==> src/rtl/buz_pkg.sv <==
// Shared definitions for the buzzer arbiter: source codes, FSM states, pattern lookup.
// Latency: n/a (package only).
// Backpressure: n/a (package only).
package buzz_pkg;

   // Source codes double as priority values: a larger code means a higher priority.
   localparam logic [1:0] SRC_NONE = 2'd0;
   localparam logic [1:0] SRC_KEY  = 2'd1;
   localparam logic [1:0] SRC_OK   = 2'd2;
   localparam logic [1:0] SRC_FAIL = 2'd3;

   typedef enum logic [1:0] {
      IDLE = 2'd0,
      PLAY = 2'd1,
      GAP  = 2'd2
   } state_t;

   typedef struct packed {
      logic [31:0] half;
      logic [31:0] dur;
   } pat_t;

   // Tone half-period and pattern length for a source. SRC_NONE falls back to the
   // key pattern; callers only use the result while a real source is selected.
   function automatic pat_t pat_of(input logic [1:0]  src,
                                   input logic [31:0] key_half,
                                   input logic [31:0] key_dur,
                                   input logic [31:0] ok_half,
                                   input logic [31:0] ok_dur,
                                   input logic [31:0] fail_half,
                                   input logic [31:0] fail_dur);
      pat_t p;
      case (src)
         SRC_OK: begin
            p.half = ok_half;
            p.dur  = ok_dur;
         end
         SRC_FAIL: begin
            p.half = fail_half;
            p.dur  = fail_dur;
         end
         default: begin
            p.half = key_half;
            p.dur  = key_dur;
         end
      endcase
      return p;
   endfunction

   // Highest-priority source in a request vector; bit index equals the source code.
   function automatic logic [1:0] top_src(input logic [3:1] v);
      if (v[3]) return SRC_FAIL;
      if (v[2]) return SRC_OK;
      if (v[1]) return SRC_KEY;
      return SRC_NONE;
   endfunction

endpackage

==> src/rtl/tone_gen.sv <==
// Square-wave generator: level toggles every half_i enabled cycles, restart forces phase high.
// Latency: tone_next_o is the level the register takes at the next edge (combinational look-ahead).
// Backpressure: none; en_i simply freezes the phase.
//   clk, rst      : clock, synchronous active-high reset
//   restart_i     : start a fresh period (level 1, counter 0)
//   en_i          : advance the toggle counter this cycle
//   half_i        : half-period in cycles (>=1)
//   tone_next_o   : next tone level
module tone_gen (
   input  logic        clk,
   input  logic        rst,
   input  logic        restart_i,
   input  logic        en_i,
   input  logic [31:0] half_i,
   output logic        tone_next_o
);

   logic [31:0] cnt_q, cnt_d;
   logic        tone_q, tone_d;

   always_comb begin
      cnt_d  = cnt_q;
      tone_d = tone_q;
      if (restart_i) begin
         cnt_d  = 32'd0;
         tone_d = 1'b1;
      end else if (en_i) begin
         if (cnt_q == half_i - 32'd1) begin
            cnt_d  = 32'd0;
            tone_d = ~tone_q;
         end else begin
            cnt_d = cnt_q + 32'd1;
         end
      end
   end

   always_ff @(posedge clk) begin
      if (rst) begin
         cnt_q  <= 32'd0;
         tone_q <= 1'b0;
      end else begin
         cnt_q  <= cnt_d;
         tone_q <= tone_d;
      end
   end

   assign tone_next_o = tone_d;

endmodule

==> src/rtl/buzzer_arbiter.sv <==
// Shares one piezo buzzer between key/ok/fail events: fixed priority, preemption, queued pending bits.
// Latency: request to buzzer high in one edge; silent gap of GAP_CYCLES between patterns.
// Backpressure: none; requests that cannot play now are held as one pending bit per source.
//   clk, rst                   : clock, synchronous active-high reset
//   req_key, req_ok, req_fail  : one-cycle event requests
//   mute                       : level, silences the buzzer without affecting sequencing
//   buzzer                     : registered square-wave drive
//   busy, active_src, done     : status; done pulses when a pattern completes naturally
module buzzer_arbiter
   import buzz_pkg::*;
#(
   parameter int unsigned KEY_HALF        = 50000,
   parameter int unsigned KEY_DUR         = 10000000,
   parameter int unsigned OK_HALF         = 25000,
   parameter int unsigned OK_DUR          = 30000000,
   parameter int unsigned FAIL_HALF       = 100000,
   parameter int unsigned FAIL_DUR        = 15000000,
   parameter int unsigned FAIL_MUTE_START = 5000000,
   parameter int unsigned FAIL_MUTE_END   = 10000000,
   parameter int unsigned GAP_CYCLES      = 2500000
) (
   input  logic       clk,
   input  logic       rst,
   input  logic       req_key,
   input  logic       req_ok,
   input  logic       req_fail,
   input  logic       mute,
   output logic       buzzer,
   output logic       busy,
   output logic [1:0] active_src,
   output logic       done
);

   localparam logic [31:0] MUTE_S = 32'(FAIL_MUTE_START);
   localparam logic [31:0] MUTE_E = 32'(FAIL_MUTE_END);
   localparam logic [31:0] GAP_N  = 32'(GAP_CYCLES);

   state_t      state_q, state_d;
   logic [1:0]  src_q, src_d;
   logic [31:0] dur_cnt_q, dur_cnt_d;
   logic [31:0] gap_cnt_q, gap_cnt_d;
   logic [3:1]  pend_q, pend_d;
   logic        buzzer_q, buzzer_d;
   logic        done_q, done_d;

   logic [3:1]  req_v;
   logic [1:0]  req_top, any_top, grant;
   logic        dur_end, in_win, tone_next;
   pat_t        cur;

   assign req_v   = {req_fail, req_ok, req_key};
   assign req_top = top_src(req_v);
   assign any_top = top_src(pend_q | req_v);
   assign cur     = pat_of(src_q, 32'(KEY_HALF), 32'(KEY_DUR), 32'(OK_HALF), 32'(OK_DUR),
                           32'(FAIL_HALF), 32'(FAIL_DUR));
   assign dur_end = (dur_cnt_q == cur.dur - 32'd1);

   always_comb begin
      state_d   = state_q;
      src_d     = src_q;
      dur_cnt_d = dur_cnt_q;
      gap_cnt_d = gap_cnt_q;
      pend_d    = pend_q | req_v;
      done_d    = 1'b0;
      grant     = SRC_NONE;
      case (state_q)
         IDLE: grant = any_top;
         PLAY: begin
            // Higher priority always preempts; equal priority retriggers, except on the
            // final cycle where the ending pattern completes and the request waits.
            if (req_top != SRC_NONE && (req_top > src_q || (req_top == src_q && !dur_end))) begin
               grant = req_top;
            end else if (dur_end) begin
               state_d   = GAP;
               gap_cnt_d = 32'd0;
               done_d    = 1'b1;
            end else begin
               dur_cnt_d = dur_cnt_q + 32'd1;
            end
         end
         GAP: begin
            // A request on the last gap cycle competes alongside the pending bits.
            if (gap_cnt_q == GAP_N - 32'd1) begin
               grant = any_top;
               if (any_top == SRC_NONE) begin
                  state_d = IDLE;
                  src_d   = SRC_NONE;
               end
            end else begin
               gap_cnt_d = gap_cnt_q + 32'd1;
            end
         end
         default: state_d = IDLE;
      endcase
      if (grant != SRC_NONE) begin
         state_d   = PLAY;
         src_d     = grant;
         dur_cnt_d = 32'd0;
         for (int s = 1; s <= 3; s++) begin
            if (grant == 2'(s)) pend_d[s] = 1'b0;
         end
      end
   end

   // Silent window is judged on the next count so buzzer_q lines up with dur_cnt_q.
   assign in_win   = (src_d == SRC_FAIL) && (dur_cnt_d >= MUTE_S) && (dur_cnt_d < MUTE_E);
   assign buzzer_d = (state_d == PLAY) && tone_next && !mute && !in_win;

   tone_gen u_tone (
      .clk         (clk),
      .rst         (rst),
      .restart_i   (grant != SRC_NONE),
      .en_i        (state_q == PLAY),
      .half_i      (cur.half),
      .tone_next_o (tone_next)
   );

   always_ff @(posedge clk) begin
      if (rst) begin
         state_q   <= IDLE;
         src_q     <= SRC_NONE;
         dur_cnt_q <= 32'd0;
         gap_cnt_q <= 32'd0;
         pend_q    <= 3'b000;
         buzzer_q  <= 1'b0;
         done_q    <= 1'b0;
      end else begin
         state_q   <= state_d;
         src_q     <= src_d;
         dur_cnt_q <= dur_cnt_d;
         gap_cnt_q <= gap_cnt_d;
         pend_q    <= pend_d;
         buzzer_q  <= buzzer_d;
         done_q    <= done_d;
      end
   end

   assign buzzer     = buzzer_q;
   assign busy       = (state_q != IDLE);
   assign active_src = src_q;
   assign done       = done_q;

endmodule
==> config.mk <==
export PLATFORM = sky130hd
export DESIGN_NAME = buzzer_arbiter
export DESIGN_NICKNAME = d
export VERILOG_FILES = /design/src/rtl/buz_pkg.sv /design/src/rtl/tone_gen.sv /design/src/rtl/buzzer_arbiter.sv
export SDC_FILE = /design/constraint.sdc
export NUM_CORES = 1
export LEC_CHECK = 0
export BUFFER_PORTS_ARGS = -buffer_cell sky130_fd_sc_hd__buf_2
export CAP_MARGIN = 10
export CORE_UTILIZATION = 35
export CTS_CLUSTER_SIZE = 20
export DETAILED_ROUTE_END_ITERATION = 8
export PLACE_DENSITY_LB_ADDON = 0.05
export SLEW_MARGIN = 10
export SYNTH_ARGS = -nofsm -noshare
export SYNTH_HDL_FRONTEND = slang
export SYNTH_SLANG_ARGS = --single-unit
==> constraint.sdc <==
create_clock -name clk -period 5.86 [get_ports clk]
set_clock_uncertainty 0.1 [all_clocks]
set_input_delay 0.293 -clock clk [delete_from_list [all_inputs] [get_ports clk]]
set_output_delay 0.293 -clock clk [all_outputs]
set_load 0.02 [all_outputs]
Word level (Yosys, flattened, before mapping)
Cells that the tools add are included.
{"block": "totals", "reg_bits": 106, "in_bits": 6, "output_inout_bits": 5, "wordCells": 111}
{"block": "classes", "add_sub_neg": 5, "n_reduce_logical": 20, "magnitude_cmp": 3, "bitwise_logic": 3, "n_eq_ne": 16, "mux": 55}
{"cell": "$mux 32", "count": 8}
{"cell": "$pmux 49 s2", "count": 1}
{"cell": "$add 32x1->32 const B", "count": 3}
{"cell": "$eq 32x32->1", "count": 2}
{"cell": "$pmux 32 s2", "count": 1}
{"cell": "$mux 2", "count": 23}
{"cell": "$eq 32x22->1 const B", "count": 1}
{"cell": "$ge 32x23->1 const B", "count": 1}
{"cell": "$lt 32x24->1 const B", "count": 1}
{"cell": "$sub 32x1->32 const B", "count": 1}
{"cell": "$mux 1", "count": 19}
{"cell": "$sub 17x1->18 const B", "count": 1}
{"cell": "$eq 2x2->1 const B", "count": 6}
{"cell": "$pmux 2 s3", "count": 2}
{"cell": "$reduce_bool 2->1", "count": 4}
{"cell": "$logic_and 1x1->1", "count": 7}
{"cell": "$eq 2x1->1 const B", "count": 3}
{"cell": "$ne 2x2->1 const B", "count": 3}
{"cell": "$logic_not 2->1", "count": 2}
{"cell": "$reduce_and 4->1", "count": 1}
{"cell": "$logic_not 1->1", "count": 3}
{"cell": "$mux 3", "count": 1}
{"cell": "$or 3x3->3", "count": 1}
{"cell": "$reduce_or 3->1", "count": 1}
{"cell": "other kinds (5)", "count": 6}

Longest topological paths before layout
Gate-level depths: netlist of the first run.
{"block": "logic_depth", "word_depth": 20, "ltp_mapped": 14, "mapped_depth_nobuf": 13}

Modules after synthesis
A second synthesis of the first run with hierarchy kept.
{"block": "hier_totals", "cells_unflattened": 873, "area_unflattened_um2": 7129.3}
{"mod": "buzzer_arbiter", "area_per_inst_um2": 4429.2, "seq_area_each_um2": 1461.4, "cells_each": 542, "n_inst": 1}
{"mod": "tone_gen", "area_per_inst_um2": 2700.1, "seq_area_each_um2": 660.6, "cells_each": 331, "n_inst": 1}

Worst setup path after synthesis of the first run
No wires, ideal clock.
{"block": "synth_timing", "kind": "flip-flop to flip-flop", "start": "register src_q[1] (netlist: active_src[1])", "end": "register buzzer_q (netlist: buzzer)", "n_path_buf": 1, "period_less_slack_ps": 3140, "setup_time_ps": 125, "slack_ps": 2720, "arrival_time_ps": 2915, "stages_incl_launch_ff": 12, "required_time_ps": 5635, "path_cell_list": "dfxtp_1 -> clkbuf_1 -> inv_1 -> ha_1 -> a211oi_2 -> o211ai_2 -> a21oi_2 -> a211oi_1 -> a41o_1 -> or3_1 -> a31oi_1 -> a31oi_1"}
{"block": "synth_via", "elab_chain_len": 17, "elab_cells_between_ends": 41, "cone_classes": "add/sub: 2; order compare: 3; eq/ne: 7; mux: 18; reduce/logical: 11"}
{"item": "from (decl)", "line_no": "buzzer_arbiter.sv:39", "source": "logic [1:0] src_q, src_d;"}
{"item": "from (signal assigned)", "line_no": "buzzer_arbiter.sv:129", "source": "src_q <= src_d;"}
{"item": "$eq 2x2->1", "line_no": "buz_pkg.sv:33", "source": "case (src)"}
{"item": "$pmux 49 s2", "line_no": "buz_pkg.sv:33"}
{"item": "$sub 32x1->32", "line_no": "buzzer_arbiter.sv:56", "source": "assign dur_end = (dur_cnt_q == cur.dur - 32'd1);"}
{"item": "$eq 32x32->1", "line_no": "buzzer_arbiter.sv:56"}
{"item": "$logic_not 1->1", "line_no": "buzzer_arbiter.sv:71", "source": "if (req_top != SRC_NONE && (req_top > src_q || (req_top == src_q && !dur_end))) begin"}
{"item": "$logic_and 1x1->1", "line_no": "buzzer_arbiter.sv:71"}
{"item": "$logic_or 1x1->1", "line_no": "buzzer_arbiter.sv:71"}
{"item": "$logic_and 1x1->1", "line_no": "buzzer_arbiter.sv:71"}
{"item": "$mux 2", "line_no": "buzzer_arbiter.sv:71"}
{"item": "$pmux 2 s3", "line_no": "buzzer_arbiter.sv:66", "source": "case (state_q)"}
{"item": "$reduce_bool 2->1", "line_no": "buzzer_arbiter.sv:95, buzzer_arbiter.sv:112"}
{"item": "$mux 32 / $mux 2 (equally long branches)", "line_no": "buzzer_arbiter.sv:95", "source": "if (grant != SRC_NONE) begin"}
{"item": "$ge 32x23->1 / $eq 2x2->1 (equally long branches)", "line_no": "buzzer_arbiter.sv:106", "source": "assign in_win = (src_d == SRC_FAIL) && (dur_cnt_d >= MUTE_S) && (dur_cnt_d < MUTE_E);"}
{"item": "$logic_and 1x1->1 (2 in a row)", "line_no": "buzzer_arbiter.sv:106"}
{"item": "$logic_not 1->1", "line_no": "buzzer_arbiter.sv:107", "source": "assign buzzer_d = (state_d == PLAY) && tone_next && !mute && !in_win;"}
{"item": "$logic_and 1x1->1 (*)", "line_no": "buzzer_arbiter.sv:107"}
{"item": "to (signal assigned)", "line_no": "buzzer_arbiter.sv:133", "source": "buzzer_q <= buzzer_d;"}
{"item": "to (decl)", "line_no": "buzzer_arbiter.sv:43", "source": "logic buzzer_q, buzzer_d;"}
Every way passes the cells marked *; elsewhere a longest branch is shown, timed or not.
A chain may end at the register's enable or synchronous reset.

Worst setup path in the final report of the first run
Same ends and word-level chain as after synthesis.

==> metrics.md, run 1 <==
| Metric | Value |
|---|---|
| Status | `complete, no violations` |
| Quantity of gates resized following cts | `0` |
| Clock latency at the later pin of the worst-skew pair | `360 ps` |
| Nets@finish | `734` |
| Yosys reg bits | `106` |
| Asr flop ratio synth | `0%` |
| Routed wire length | `14400 microns` |
| Vias in the first global route | `4729` |
| Period utilisation layout | `71.7%` |
| Num CTS Buffers | `9` |
| Power Density | `222 mW/mm^2` |
| WS Path Type | `register to register` |
| Worst min path class | `input port to register` |
| H-tree depth | `3` |
| Area leader, netlist | `dfxtp_1` |
| Placed Instance Area | `0.00609 sq mm` |
| P_leak | `1.99 nW` |
| Placer congestion estimate | `0.887` |
| Maximum buffer depth of the clock tree | `2` |
| EDFF count, synth | `0` |
| Maximum vdd drop | `0.000138 V` |
| Tot Pwr | `1.41 mW` |
| Syn_nets | `747` |
| Core area | `0.0166 sq mm` |
| WL/cell | `15.2 microns` |
| Vias | `5109` |
| Vias per cell | `5.39` |
| P&R area growth vs syn | `7.53%` |
| Max-Cap Viols | `0` |
| CTS tree | `built` |
| Remaining global-route overflow | `0` |
| Worst-Margin Slew | `1080 ps` |
| Synthesized instance count | `736` |
| Clock Sink Count | `106` |
| Placed cell count | `932` |
| Initial antenna violation count | `0` |
| Post-synth top flop | `dfxtp_1` |
| First-pass GRT wire length | `24500 microns` |
| Hold buffers post-CTS | `0` |
| Synth top area cells | `dfxtp_1 (36%), nor2_1 (8.4%), xor2_1 (8.4%), xnor2_1 (5.8%), nand2_1 (3.7%)` |
| CP Data Arrival Time | `4330 ps` |
| Die area | `0.0175 sq mm` |
| Final hold vios | `0` |
| TNS Setup | `0 ps` |
| ANT cells | `0` |
| Yosys top cell area share | `35.8%` |
| Pre-antenna DRT Iters | `4` |
| Peak Freq | `238 MHz` |
| Largest net degree at the start of global routing | `36` |
| CP Max Fanout | `16` |
| Final Setup Violations | `0` |
| Synth unique cells | `70` |
| Min Tclk post-route | `4200 ps` |
| Gr usage total | `17.4%` |
| RSZ-0062 raised after global routing | `false` |
| Syn. warnings | `0` |
| Drt drc | `0` |
| Slew Viols, Final | `0` |
| Fin cells | `948` |
| IO buf count | `10` |
| Mean post-synth cell area | `8.06 sq um` |
| Root Driver | `clkbuf_16` |
| Relative slew slack | `28.0%` |
| Final ANT Viol Nets | `0` |
| Initial core utilization | `35.8%` |
| Hold path cells | `4` |
| Ports | `11` |
| Die H | `132 microns` |
| Setup bufs post-CTS | `0` |
| Design Area, Final | `0.00638 sq mm` |
| Reg clk slew, reported paths | `70 ps` |
| Startpoint types | `register` |
| Std cell rows | `47` |
| Worst EP required | `6000 ps` |
| Hpwl dp | `10400 microns` |
| Die width | `132 microns` |
| Cells on worst reg2reg path | `10` |
| Sequential fraction of the synthesis area | `35.8%` |
| Critical Path End Type | `register` |
| Mapped Area | `0.00594 sq mm` |
| Layout cell share with drive strength beyond 1 | `7.69%` |
| Initial drt markers | `308` |
## per-layer routing
layer  wire (microns)  track usage, %
met5                0               0
met4              184            4.79
met3              644            3.96
met2             6410            26.3
met1             7200            24.8
## worst paths after layout
path / startpoint / to / slack, ps
worst min register to register: gap_cnt_q[4] / gap_cnt_q[4] / 400
worst max register to register: active_src[1] / buzzer / 1660
worst max-delay path: active_src[1] / buzzer / 1660
worst min-delay path: mute / buzzer / 160
## per-stage QoR
| step | hold WS [ps] | util (%) | setup WS [ps] |
|---|---|---|---|
| 6_report | 158 | 38.5 | 1660 |
| 3_3_place_gp | 370 | 36.7 | 1920 |
| 4_1_cts | 146 | 38.5 | 1730 |
| 3_5_place_dp | 384 | 36.7 | 1670 |
| 5_1_grt | 162 | 38.5 | 1310 |
| 2_1_floorplan | 346 | - | 2720 |
## layout by cell type (no fill, tap or decap), drive strengths merged, types with 18 or more instances in the layout
cell / netlist / layout
nor2: 144 / 144
dfxtp: 106 / 106
nand2: 59 / 59
xor2: 57 / 57
xnor2: 39 / 39
nand3: 39 / 39
nand4: 28 / 28
a21oi: 23 / 23
o21ai: 18 / 18
## where the power goes
part / total, mW / switching, mW / leakage [nW] / internal, mW
Clock: 0.596 / 0.290 / 0.135 / 0.305
Sequential: 0.736 / 0.00990 / 0.856 / 0.726
Combinational: 0.0823 / 0.0591 / 0.995 / 0.0232
## cell families after synthesis
kind of cell	after synthesis	share of synthesized area (%)
xor+xnor	96	14.2
flops	106	35.8
simple gates	384	33.6
mux	3	0.506
compound gates	96	11.3
fa+ha+maj	5	1.05
buf+inv	46	3.63
## final cells by class
cell class	instances	area (sq um)
Sequential cell	106	2120
Tap cell	220	275
Clock inverter	6	50.0
Timing Repair Buffer	10	50.0
Inverter	12	45.0
Multi-Input combinational cell	584	3600
Fill cell	1784	10200
Clock buffer	10	239
## state kept, by name, indices dropped and copies added, names as in the netlist
| register | cells |
|---|---|
| active_src | 2 |
| buzzer | 1 |
| done | 1 |
| dur_cnt_q | 32 |
| gap_cnt_q | 32 |
| pend_q | 3 |
| state_q | 2 |
| u_tone.cnt_q | 32 |
| u_tone.tone_q | 1 |
## worst max-delay path, stage by stage (launching register included)
cell       delay [ps]
dfxtp_1           650
inv_1             100
ha_1              390
a211oi_2          540
nor2_1            260
a21oi_1           890
nand2_1           270
o311ai_0          460
o2bb2ai_1         140
a31oi_1           180
a31oi_1           100
## cell usage after synthesis, types with 4 or more instances
library cell / instances
nor4_1: 10
nand2b_1: 9
or2_2: 6
nor2_2: 11
inv_1: 12
and3_1: 15
nand3_1: 38
xnor2_1: 39
and2_1: 5
ha_1: 5
a31oi_1: 5
nand4b_1: 4
or3_1: 8
nand2_1: 59
nor4b_1: 7
xor2_1: 57
o211ai_1: 7
clkbuf_1: 17
a211oi_1: 9
nor3_1: 15
nor3b_1: 5
a21oi_1: 22
o21ai_0: 15
a21o_1: 4
nand4_1: 28
buf_2: 13
and4_1: 5
nor2_1: 133
nor2b_1: 4
dfxtp_1: 106
Power figures use the tool's default switching activity.
==> inputs of run 2 (changes only) <==
ABC_AREA = 1   (was unset)
clock period = 3.4 ns   (was 5.86 ns; I/O delays follow)
==> metrics.md, run 2 <==
| Metric | Value |
|---|---|
| Synthesized instance count | `1098 (was 736)` |
| Startpoint types | `register (unchanged)` |
| H-tree depth | `3 (unchanged)` |
| Worst min path class | `input port to register (unchanged)` |
| Ports | `11 (unchanged)` |
| Worst Hold Slack | `47.4 ps (was 158 ps)` |
| Post-synthesis compound-gate area fraction | `9.23% (was 11.3%)` |
| Commonest cells post-synth | `nand2_1 (286), nor2_1 (186), inv_1 (138), dfxtp_1 (106), nand3_1 (67) (was nor2_1 (133), dfxtp_1 (106), nand2_1 (59), xor2_1 (57), xnor2_1 (39))` |
| Post-synthesis mux area share | `0% (was 0.506%)` |
| Power Density | `367 mW/mm^2 (was 222 mW/mm^2)` |
| Combinational family with the most area after synthesis | `simple AND/OR/NAND/NOR gates (unchanged)` |
| Crit path cell chain | `inv_2 > ha_1 > nand2_1 > inv_1 > a211oi_1 > a21oi_1 > buf_6 > nand2_8 > buf_4 > o21ai_0 > nand2_1 > nand2_1 > nor2_1 > nor2_1 > nand2_1 > nor2_1 > buf_4 > nand2_1 > nor2_1 > a21oi_1 (was inv_1 > ha_1 > a211oi_2 > nor2_1 > a21oi_1 > nand2_1 > o311ai_0 > o2bb2ai_1 > a31oi_1 > a31oi_1)` |
| Critical Path End Type | `register (unchanged)` |
| Crit-path slowest cell | `dfxtp_1 (was a21oi_1)` |
| Initial antenna violation count | `0 (unchanged)` |
| Clock Sink Count | `106 (unchanged)` |
| Routed wire length | `20000 microns (was 14400 microns)` |
| Syn. warnings | `0 (unchanged)` |
| Die H | `141 microns (was 132 microns)` |
| Num CTS Buffers | `9 (unchanged)` |
| Final Setup Violations | `0 (unchanged)` |
| CP peak stage delay | `430 ps (was 890 ps)` |
| Root Driver | `clkbuf_16 (unchanged)` |
| Min Tclk post-route | `3090 ps (was 4200 ps)` |
| Vias per cell | `4.81 (was 5.39)` |
| Yosys reg bits | `106 (unchanged)` |
| Buffers and inverters on the worst path | `5 (was 1)` |
| Initial drt markers | `309 (was 308)` |
| EDFF count, synth | `0 (unchanged)` |
| Yosys top cell area share | `31.4% (was 35.8%)` |
| Core area | `0.0188 sq mm (was 0.0166 sq mm)` |
| Die width | `141 microns (was 132 microns)` |
| Placer congestion estimate | `0.906 (was 0.887)` |
| Synth top area cells | `dfxtp_1 (31%), nand2_1 (16%), nor2_1 (10%), inv_1 (7.7%), nand3_1 (5.0%) (was dfxtp_1 (36%), nor2_1 (8.4%), xor2_1 (8.4%), xnor2_1 (5.8%), nand2_1 (3.7%))` |
| Asr flop ratio synth | `0% (unchanged)` |
| CP Max Fanout | `24 (was 16)` |
| CTS tree | `built (unchanged)` |
| CP Data Arrival Time | `3250 ps (was 4330 ps)` |
| Period utilisation layout | `91.0% (was 71.7%)` |
| RSZ-0062 raised after global routing | `true (was false)` |
| Final worst slack | `305 ps (was 1660 ps)` |
| Post-Synth Adder-Cell Area | `0.927% (was 1.05%)` |
| Worst-Margin Slew | `609 ps (was 1080 ps)` |
| Syn_nets | `1109 (was 747)` |
| TNS Setup | `0 ps (unchanged)` |
| Simple-gate portion of the synthesized area | `43.8% (was 33.6%)` |
| Vias | `6765 (was 5109)` |
| CP top delay family | `simple AND/OR/NAND/NOR gates (was compound AO/OA/AOI/OAI gates)` |
| Final hold vios | `0 (unchanged)` |
| Std cell rows | `50 (was 47)` |
| Worst EP required | `3550 ps (was 6000 ps)` |
| Top-count cell post-synth | `nand2_1 (was nor2_1)` |
| Clock latency at the later pin of the worst-skew pair | `350 ps (was 360 ps)` |
| Relative slew slack | `59.4% (was 28.0%)` |
| First-pass GRT wire length | `33200 microns (was 24500 microns)` |
| Gr usage total | `21.3% (was 17.4%)` |
| Remaining global-route overflow | `0 (unchanged)` |
| Peak Freq | `323 MHz (was 238 MHz)` |
| Place WS | `159 ps (was 1670 ps)` |
| P&R area growth vs syn | `14.0% (was 7.53%)` |
| Max-Cap Viols | `0 (unchanged)` |
| Most frequent cells in the layout | `nand2_1 (286), nor2_1 (184), inv_1 (138) (was nor2_1 (133), dfxtp_1 (106), nand2_1 (59))` |
| Drt drc | `0 (unchanged)` |
| Setup bufs post-CTS | `0 (unchanged)` |
| Most common cell after layout, fill and taps aside | `nand2_1 (was nor2_1)` |
| Nets@finish | `1151 (was 734)` |
| Sequential fraction of the synthesis area | `31.4% (was 35.8%)` |
| Mean post-synth cell area | `6.15 sq um (was 8.06 sq um)` |
| XOR/XNOR Fraction of Synth Area | `4.80% (was 14.2%)` |
| WS Path Type | `register to register (unchanged)` |
| Post-synth top flop | `dfxtp_1 (unchanged)` |
| Slew Viols, Final | `0 (unchanged)` |
| Hpwl dp | `16200 microns (was 10400 microns)` |
| Top cell by count, worst path | `nand2_1 (was a31oi_1)` |
| Die area | `0.0198 sq mm (was 0.0175 sq mm)` |
| Reg clk slew, reported paths | `80 ps (was 70 ps)` |
| Maximum buffer depth of the clock tree | `2 (unchanged)` |
| Synth unique cells | `44 (was 70)` |
| Status | `complete, no violations (unchanged)` |
| Largest net degree at the start of global routing | `25 (was 36)` |
| Mapped Area | `0.00675 sq mm (was 0.00594 sq mm)` |
| Maximum vdd drop | `0.000255 V (was 0.000138 V)` |
| ANT cells | `0 (unchanged)` |
| Largest regs | `dur_cnt_q x32, gap_cnt_q x32, u_tone.cnt_q x32 (unchanged)` |
| IO buf count | `10 (unchanged)` |
| Util after Layout | `40.9% (was 38.5%)` |
| Initial core utilization | `35.8% (about the same)` |
| Final ANT Viol Nets | `0 (unchanged)` |
| Pre-antenna DRT Iters | `4 (unchanged)` |
| Area leader, netlist | `dfxtp_1 (unchanged)` |
| Layout cell share with drive strength beyond 1 | `9.61% (was 7.69%)` |
| Vias in the first global route | `6588 (was 4729)` |
| WL/cell | `14.3 microns (was 15.2 microns)` |
| P_leak | `2.86 nW (was 1.99 nW)` |
## run 2: power by group
part / switching (mW) / internal (mW)
logic: 0.307 / 0.157
clock network: 0.505 / 0.575
registers: 0.0211 / 1.26
total: 0.834 / 1.99
## run 2: metal layers
layer	part of all wire [%]	up-vias	track usage (%)
li1	-	3617	-
met1	49	3063	27.5
met2	47	65	37.3
met3	2.1	20	2.75
met4	1.4	0	5.78
met5	0	-	0
## run 2: stage by stage
stage,area [sq um],std cells,power (mW)
after floorplan,6750,1098,1.61
after global placement,7370,1388,1.78
after detailed placement,7370,1388,1.77
after CTS,7680,1405,2.87
after global routing,7690,1405,2.97
final,7690,1405,2.83
## run 2: worst register-to-register path, cell delays in order, from the launching register on
cell and delay [ps]:
dfxtp_1 430, inv_2 80, ha_1 300, nand2_1 50, inv_1 110, a211oi_1 60
a21oi_1 230, buf_6 220, nand2_8 130, buf_4 230, o21ai_0 150, nand2_1 60
nand2_1 70, nor2_1 50, nor2_1 130, nand2_1 90, nor2_1 140, buf_4 130
nand2_1 60, nor2_1 100, a21oi_1 70
## run 2: logic make-up (layout without fill, tap and decap cells)
kind of cell | count (synthesis) | in the layout
buf+inv | 170 | 217
flops | 106 | 106
simple gates | 670 | 670
xor+xnor | 37 | 37
fa+ha+maj | 5 | 5
compound gates | 110 | 110
## run 2: repair_timing
item / CTS / global route
hold buffers: 1 / 0
setup endpoints to repair: 0 / 8
resized for setup: 0 / 4
hold endpoints to repair: 1 / 0
## run 2: layout make-up
| type | instances | area (sq um) |
|---|---|---|
| fill | 2081 | 11100 |
| multi-input combinational | 822 | 3980 |
| sequential | 106 | 2120 |
| inverter | 146 | 551 |
| timing repair buffer | 55 | 419 |
| tap | 260 | 325 |
| clock buffer | 10 | 229 |
| clock inverter | 6 | 66.3 |
## run 2: worst paths after layout
kind | from | end | slack [ps] | cells past startpoint
worst max register to register | active_src[1] | buzzer | 310 | 20
worst min-delay path | req_key | pend_q[1] | 50 | 3
worst min register to register | u_tone.cnt_q[24] | u_tone.cnt_q[24] | 390 | 2
worst max-delay path | active_src[1] | buzzer | 310 | 20
